`config.mk`:
```
export PLATFORM = sky130hd
export DESIGN_NAME = rv_data_arbiter
export DESIGN_NICKNAME = d
export VERILOG_FILES = /design/src/rtl/rv_pkg.sv /design/src/rtl/rv_data_arbiter.sv
export SDC_FILE = /design/constraint.sdc
export NUM_CORES = 1
export LEC_CHECK = 0
export BUFFER_PORTS_ARGS = -buffer_cell sky130_fd_sc_hd__buf_2
export CELL_PAD_IN_SITES_DETAIL_PLACEMENT = 1
export CELL_PAD_IN_SITES_GLOBAL_PLACEMENT = 2
export CORE_ASPECT_RATIO = 1.25
export CORE_MARGIN = 2
export CORE_UTILIZATION = 26
export DETAILED_ROUTE_END_ITERATION = 6
export GPL_TIMING_DRIVEN = 0
export PLACE_DENSITY = 0.92
export SLEW_MARGIN = 10
export SYNTH_ARGS = -nofsm -noshare
export SYNTH_HDL_FRONTEND = slang
export SYNTH_SLANG_ARGS = --single-unit
```
`constraint.sdc`:
```
create_clock -name clk_i -period 2.8 [get_ports clk_i]
set_input_delay 0.42 -clock clk_i [delete_from_list [all_inputs] [get_ports clk_i]]
set_output_delay 0.42 -clock clk_i [all_outputs]
set_load 0.1 [all_outputs]
```
`src/rtl/rv_pkg.sv`:
```
// Shared RISC-V core constants and types used by the data-bus arbiter.
package rv_pkg;

    localparam int XLEN           = 32;
    localparam int N_DATA_MASTERS = 2;

    typedef enum logic [1:0] {
        ARB_IDLE,
        ARB_ISSUE,
        ARB_WAIT
    } arb_state_t;

endpackage

```
`src/rtl/rv_data_arbiter.sv`:
```
// Round-robin arbiter sharing the data-memory bus between the LSU (m0) and the
// loader/debug port (m1); one transaction in flight, watchdog-terminated.
module rv_data_arbiter
    import rv_pkg::*;
#(
    parameter int unsigned     TIMEOUT_CYCLES = 16,
    parameter logic [XLEN-1:0] ERR_RDATA      = 32'hDEAD_BEEF
) (
    input  logic                                         clk_i,
    input  logic                                         rst_i,
    input  logic [N_DATA_MASTERS-1:0]                    m_req_i,
    input  logic [N_DATA_MASTERS-1:0]                    m_we_i,
    input  logic [N_DATA_MASTERS-1:0][XLEN/8-1:0]        m_be_i,
    input  logic [N_DATA_MASTERS-1:0][XLEN-1:0]          m_addr_i,
    input  logic [N_DATA_MASTERS-1:0][XLEN-1:0]          m_wdata_i,
    output logic [N_DATA_MASTERS-1:0]                    m_gnt_o,
    output logic [N_DATA_MASTERS-1:0]                    m_rvalid_o,
    output logic [XLEN-1:0]                              m_rdata_o,
    output logic [N_DATA_MASTERS-1:0]                    m_err_o,
    output logic                                         data_req_o,
    output logic                                         data_we_o,
    output logic [XLEN/8-1:0]                            data_be_o,
    output logic [XLEN-1:0]                              data_addr_o,
    output logic [XLEN-1:0]                              data_wdata_o,
    input  logic                                         data_rvalid_i,
    input  logic [XLEN-1:0]                              data_rdata_i,
    output logic                                         busy_o
);

    localparam logic [7:0] CNT_LAST = 8'(TIMEOUT_CYCLES - 1);

    // On a tie the master that did not win last time goes first.
    function automatic logic rr_pick(input logic [1:0] req, input logic last);
        if (req == 2'b11) return ~last;
        return req[1];
    endfunction

    arb_state_t state_q, state_d;
    logic       owner_q, owner_d;
    logic       last_q, last_d;
    logic [7:0] cnt_q, cnt_d;
    logic       we_q, we_d;
    logic [XLEN/8-1:0] be_q, be_d;
    logic [XLEN-1:0]   addr_q, addr_d;
    logic [XLEN-1:0]   wdata_q, wdata_d;
    logic [N_DATA_MASTERS-1:0] rvalid_q, rvalid_d;
    logic [N_DATA_MASTERS-1:0] err_q, err_d;
    logic [XLEN-1:0]   rdata_q, rdata_d;
    logic              winner;

    always_ff @(posedge clk_i) begin
        if (rst_i) begin
            state_q  <= ARB_IDLE;
            owner_q  <= 1'b0;
            last_q   <= 1'b1;
            cnt_q    <= '0;
            we_q     <= 1'b0;
            be_q     <= '0;
            addr_q   <= '0;
            wdata_q  <= '0;
            rvalid_q <= '0;
            err_q    <= '0;
            rdata_q  <= '0;
        end else begin
            state_q  <= state_d;
            owner_q  <= owner_d;
            last_q   <= last_d;
            cnt_q    <= cnt_d;
            we_q     <= we_d;
            be_q     <= be_d;
            addr_q   <= addr_d;
            wdata_q  <= wdata_d;
            rvalid_q <= rvalid_d;
            err_q    <= err_d;
            rdata_q  <= rdata_d;
        end
    end

    always_comb begin
        state_d  = state_q;
        owner_d  = owner_q;
        last_d   = last_q;
        cnt_d    = cnt_q;
        we_d     = we_q;
        be_d     = be_q;
        addr_d   = addr_q;
        wdata_d  = wdata_q;
        rvalid_d = '0;
        err_d    = '0;
        rdata_d  = rdata_q;
        winner   = rr_pick(m_req_i, last_q);

        case (state_q)
            ARB_IDLE: begin
                // Late slave responses land here and are deliberately dropped.
                if (|m_req_i) begin
                    we_d    = m_we_i[winner];
                    be_d    = m_be_i[winner];
                    addr_d  = m_addr_i[winner];
                    wdata_d = m_wdata_i[winner];
                    owner_d = winner;
                    last_d  = winner;
                    state_d = ARB_ISSUE;
                end
            end
            ARB_ISSUE: begin
                if (data_rvalid_i) begin
                    rvalid_d[owner_q] = 1'b1;
                    rdata_d           = data_rdata_i;
                    state_d           = ARB_IDLE;
                end else begin
                    cnt_d   = '0;
                    state_d = ARB_WAIT;
                end
            end
            ARB_WAIT: begin
                cnt_d = cnt_q + 8'd1;
                if (data_rvalid_i) begin
                    rvalid_d[owner_q] = 1'b1;
                    rdata_d           = data_rdata_i;
                    state_d           = ARB_IDLE;
                end else if (cnt_q == CNT_LAST) begin
                    rvalid_d[owner_q] = 1'b1;
                    err_d[owner_q]    = 1'b1;
                    rdata_d           = ERR_RDATA;
                    state_d           = ARB_IDLE;
                end
            end
            default: state_d = ARB_IDLE;
        endcase
    end

    assign data_req_o   = (state_q == ARB_ISSUE);
    assign m_gnt_o      = {data_req_o & owner_q, data_req_o & ~owner_q};
    assign busy_o       = (state_q != ARB_IDLE);
    assign data_we_o    = we_q;
    assign data_be_o    = be_q;
    assign data_addr_o  = addr_q;
    assign data_wdata_o = wdata_q;
    assign m_rvalid_o   = rvalid_q;
    assign m_err_o      = err_q;
    assign m_rdata_o    = rdata_q;

endmodule

```
; Word-level counts from Yosys, hierarchy flattened
; Index checks and enable logic that the tools add are counted.
[totals]
reg_bits = 117
input_bits = 175
output_inout_bits = 109
word_cells = 66
[op_classes]
addsub = 1
n_lt_le_gt_ge = 3
eq_ne = 8
mux = 28
bitwise_logic = 5
n_reduce_logical = 10
[op_table]
columns = operator, n
row1 = 32-bit 2-to-1 mux, 7
row2 = 32-bit one-hot mux with 2 select lines, 1
row3 = 8-bit one-hot mux with 2 select lines, 1
row4 = 2-bit 2-to-1 mux, 7
row5 = 8-bit by 1-bit adder with 8-bit output (second input constant), 1
row6 = 8-bit by 4-bit == test with 1-bit output (second input constant), 1
row7 = 4-bit 2-to-1 mux, 2
row8 = 8-bit 2-to-1 mux, 1
row9 = 1-bit 2-to-1 mux, 6
row10 = 2-bit one-hot mux with 3 select lines, 1
row11 = 2-bit AND reduction, 3
row12 = 2-bit == test (second input constant), 2
row13 = 1-bit by 2-bit < comparator with 1-bit output (second input constant), 2
row14 = 2-bit != test (second input constant), 2
row15 = 2-bit one-hot mux with 2 select lines, 1
row16 = 2-bit nonzero test, 2
row17 = 3-bit != test (second input constant), 1
row18 = 1-bit inverter, 3
row19 = 3-bit AND reduction, 1
row20 = 3-bit OR reduction, 1
row21 = 1-bit AND, 2
row22 = 2-bit by 1-bit == test with 1-bit output (second input constant), 1
row23 = 2-bit zero test, 1
row24 = 2-bit by 1-bit != test with 1-bit output (second input constant), 1
row25 = 4 further kinds, 4

; Logic depth before layout (Yosys ltp)
[logic_depth]
depth_word = 7
ltp_mapped = 7

; Worst setup path after synthesis
; Ideal clock, no wire load.
[synth_path]
kind = register -> output
startpoint = reg state_q[1]
endpoint = out m_gnt_o[0]
arrival_time_ns = 2.707
path_slack_ns = -0.327
path_stages_with_launch = 4
path_buffers = 0
cell_sequence = dfxtp_1 > inv_1 > ha_1 > nor2b_1
[synth_via]
elab_chain_cells = 2
[synth_rtl]
columns = item, line
row1 = from (decl), rv_data_arbiter.sv:38  ; arb_state_t state_q, state_d;
row2 = from (signal assigned), rv_data_arbiter.sv:65  ; state_q <= state_d;
row3 = 2-bit by 1-bit == test with 1-bit output, rv_data_arbiter.sv:133  ; assign data_req_o = (state_q == ARB_ISSUE);
row4 = named net data_req_o, rv_data_arbiter.sv:20  ; output logic data_req_o,
row5 = 1-bit AND, rv_data_arbiter.sv:134  ; assign m_gnt_o = {data_req_o & owner_q, data_req_o & ~owner_q};
row6 = to (decl), rv_data_arbiter.sv:16  ; output logic [N_DATA_MASTERS-1:0] m_gnt_o,
; The timed path passes the listed nets, and every way through them passes these cells.

; Worst setup path in the final report
[layout_path]
startpoint = reg state_q[0]
endpoint = reg addr_q[27] (netlist: data_addr_o[27])
[layout_via]
elab_chain_cells = 2
[layout_rtl]
columns = item, line
row1 = 2-bit zero test, rv_data_arbiter.sv:93  ; case (state_q)
row2 = 2-bit AND reduction (no source line), -
row3 = to (signal assigned), rv_data_arbiter.sv:71  ; addr_q <= addr_d;
row4 = to (decl), rv_data_arbiter.sv:44  ; logic [XLEN-1:0] addr_q, addr_d;
; No other way between the ends.
; A chain may end at the register's enable or synchronous reset.

==> summary.txt <==
Outcome
  • Status: completed

Routing
  • Initial DRC Count: 144
  • DR vias: 5091
  • Antenna viol nets, final: 0
  • Post-Route WL: 17.7 mm
  • Pre-antenna DRT Iters: 4
  • Vias per inst: 4.67
  • Wirelength per Cell: 16.2 um
  • DRC Markers: 0

Critical path
  • Crit Path Category: register to register
  • Crit path capture type: register
  • Critical Path Max Stage Delay: 0.53 ns
  • Crit path cell chain: inv_1, ha_1, o21a_1, clkbuf_1, buf_1, a211oi_1
  • CP Launch Point: state_q[0]$_SDFFE_PP0P_
  • Worst r2r src: state_q[0]$_SDFFE_PP0P_
  • Critical Path RT: 3.05 ns
  • Crit path arrival time: 2.43 ns
  • Worst-path maximum fanout: 10
  • CP Launch Type: register
  • Crit-path slowest cell: buf_1

Final layout
  • Commonest non-fill, non-tap cells in the layout: 287 x buf_2, 117 x dfxtp_1, 69 x mux2i_1, 69 x nor2_1, 56 x a211oi_1
  • Register area: 2340 um2
  • NumNets Final: 1020
  • Multi-input logic area: 2390 um2
  • Fillers: 2389
  • Area grow syn2layout: 45.4%
  • Most common cell after layout, fill and taps aside: buf_2
  • Layout cells sized above 1: 0.415
  • Final Cell Area: 7350 um2

Clocking
  • Cts hold-fix bufs: 0
  • CTS root buf: clkbuf_16
  • Bufs on Longest Clock Path: 2
  • CTS tree: yes
  • H-Tree Level Count: 4
  • Post CTS Setup Buffer Count: 0
  • Clock Sinks: 117
  • CTS buffer count: 17
  • Post-CTS Resized: 0
  • CTS clk-pin slew, worst paths: 0.05 ns
  • Worst-skew pair later-pin latency: 0.41 ns

Synthesis
  • Post-synth top area share: 0.463
  • Cell taking the most area after synthesis: dfxtp_1
  • Post-synthesis async set-or-reset flop share: 0
  • Adder-Cell Fraction of Synth Area: 0.00990
  • Compound-Gate Fraction of Synth Area: 0.213
  • Top FF cell, synth: dfxtp_1
  • Syn Area/Cell: 9.36 um2
  • Largest family of logic cells by synthesized area: compound AO/OA/AOI/OAI gates
  • Ranking of synthesized cells by area: dfxtp_1 46%, mux2i_1 14%, a211oi_1 8.3%
  • Sequential area share after synthesis: 0.463
  • Yosys reg bits: 117
  • Distinct cells, synth: 39
  • Net Count, Synth: 719
  • Synth Area in XOR/XNOR: 0.00866
  • Ys Warns: 0
  • Simple-Gate Fraction of Synth Area: 0.103
  • Mux share of post-synthesis cell area: 0.137
  • EDFF count, synth: 0
  • Syn Inst Count: 540
  • Mapped Area: 5060 um2

Floorplan
  • FP Rows: 57
  • Die Span X: 129 um
  • Initial core utilization: 0.263
  • Total Die Area: 20600 um2
  • Die Y: 160 um
  • I/O pin cnt: 284
  • Core area: 19300 um2

STA
  • Skew final: 0.0117 ns
  • Final Critical Period: 2.18 ns
  • Fin crit share: 0.778
  • Final setup violation count: 0
  • Setup repair after global routing missed its margin: no
  • Relative slew slack: 0.489
  • Achievable Freq: 0.459 GHz
  • Final hold violation count: 0
  • Slew @ Worst Pin: 0.766 ns
  • Setup TNS: 0 ns
  • Slew Viols, Final: 0

Power
  • Worst VDD drop: 0.369 mV
  • Clock share of power: 0.343
  • Total power after layout: 6.24 mW
  • Combinational share of power: 0.348
  • Int Power: 3.62 mW
  • P_leak: 3.40 nW
  • Switch Pwr: 2.62 mW
  • Sw Share: 0.420
  • Power density over the cells: 848 nW/um2
  • Reg power frac: 0.309

Global route
  • First-pass GRT wire length: 27.8 mm
  • Vias in the first global route: 5286
  • Layer with the highest usage: met2
  • Largest net degree at the start of global routing: 17
  • Met3 Use GR: 0.0392
  • Met1 Usage GRT: 0.192
  • Gr usage total: 0.174
  • Grt total ovfl: 0
  • GR Util met2: 0.313
  • Initial antenna violation count: 1

Place
  • DP Area: 6770 um2
  • GP Congestion: 0.802
  • DPL Wire Length: 14.0 mm
  • Buffers added on ports: 282

Flow run
  • Total of max-cap violations: 0

Min path
  • Worst hold path startpoint: data_rdata_i[1]
  • Class of the worst hold path: input pin to register
worst max-delay path: cells and delay by family (launching register included):
kind,cells,cell delay (ns)
fa+ha+maj,1,0.29
compound gates,2,0.39
buf+inv,3,1.02
flops,1,0.31
routing by layer:
layer / part of all wire / vias up
li1: - / 2516
met1: 0.40 / 2386
met2: 0.52 / 161
met3: 0.048 / 28
met4: 0.028 / 0
met5: 0 / -
stage by stage:
step	setup slack (ns)	hold slack [ns]	instances	utilization
6_report	0.622	0.309	1091	0.382
5_1_grt	0.443	0.308	1091	0.382
4_1_cts	0.585	0.286	1090	0.382
3_5_place_dp	0.596	0.434	1058	0.351
3_3_place_gp	0.612	0.432	1058	0.351
2_1_floorplan	0.128	0.467	540	-
path summary, 6_finish.rpt:
check                                 endpoint  slack [ns]  cells past startpoint
setup reg to reg  data_addr_o[27]$_SDFFE_PP0P_        0.62                      6
setup / recovery  data_addr_o[27]$_SDFFE_PP0P_        0.62                      6
hold reg to reg      m_rdata_o[1]$_SDFFE_PP0P_        0.44                      2
hold / removal       m_rdata_o[1]$_SDFFE_PP0P_        0.31                      3
sequential cells by signal, indices dropped and copies added (netlist names), 2 cells and up:
register and flops:
cnt_q 8, data_addr_o 32, data_be_o 4, data_wdata_o 32, m_err_o 2, m_rdata_o 32, m_rvalid_o 2, state_q 2
cell type report:
| class | instances | share of cell area |
|---|---|---|
| Multi-Input combinational cell | 352 | 0.325 |
| Sequential cell | 117 | 0.319 |
| Timing Repair Buffer | 282 | 0.192 |
| Clock buffer | 20 | 0.0621 |
| Tap cell | 236 | 0.0402 |
| Buffer | 42 | 0.0299 |
| Clock inverter | 12 | 0.0175 |
| Inverter | 29 | 0.0148 |
| Antenna cell | 1 | 0.000340 |
Yosys cell counts, drive strengths merged (3+ instances only):
cell type	count
o21ai	42
dfxtp	117
ha	4
clkbuf	23
and3	3
nor4	4
nor2b	3
nand2	8
nor2	69
a22oi	8
inv	29
xnor2	3
a211oi	57
mux2i	69
and2	3
a21oi	50
nand3	10
buf	19
nor3	4
logic make-up (layout without fill, tap and decap cells):
family / Yosys count / in the layout
XOR/XNOR: 5 / 5
multiplexers: 69 / 69
AO/OA/AOI/OAI: 162 / 162
AND/OR/NAND/NOR: 112 / 112
other: 0 / 1
adder cells (fa/ha/maj): 4 / 4
flip-flops: 117 / 117
buffers and inverters: 71 / 385
power groups by stage:
stage	sequential (mW)	clock, mW	combinational (mW)
floorplan	3.15	0	0.520
global placement	1.96	0	2.17
detailed placement	1.96	0	2.19
CTS	1.93	2.20	2.19
global route	1.95	2.28	2.28
finish	1.93	2.14	2.17
Power figures use the tool's default switching activity.
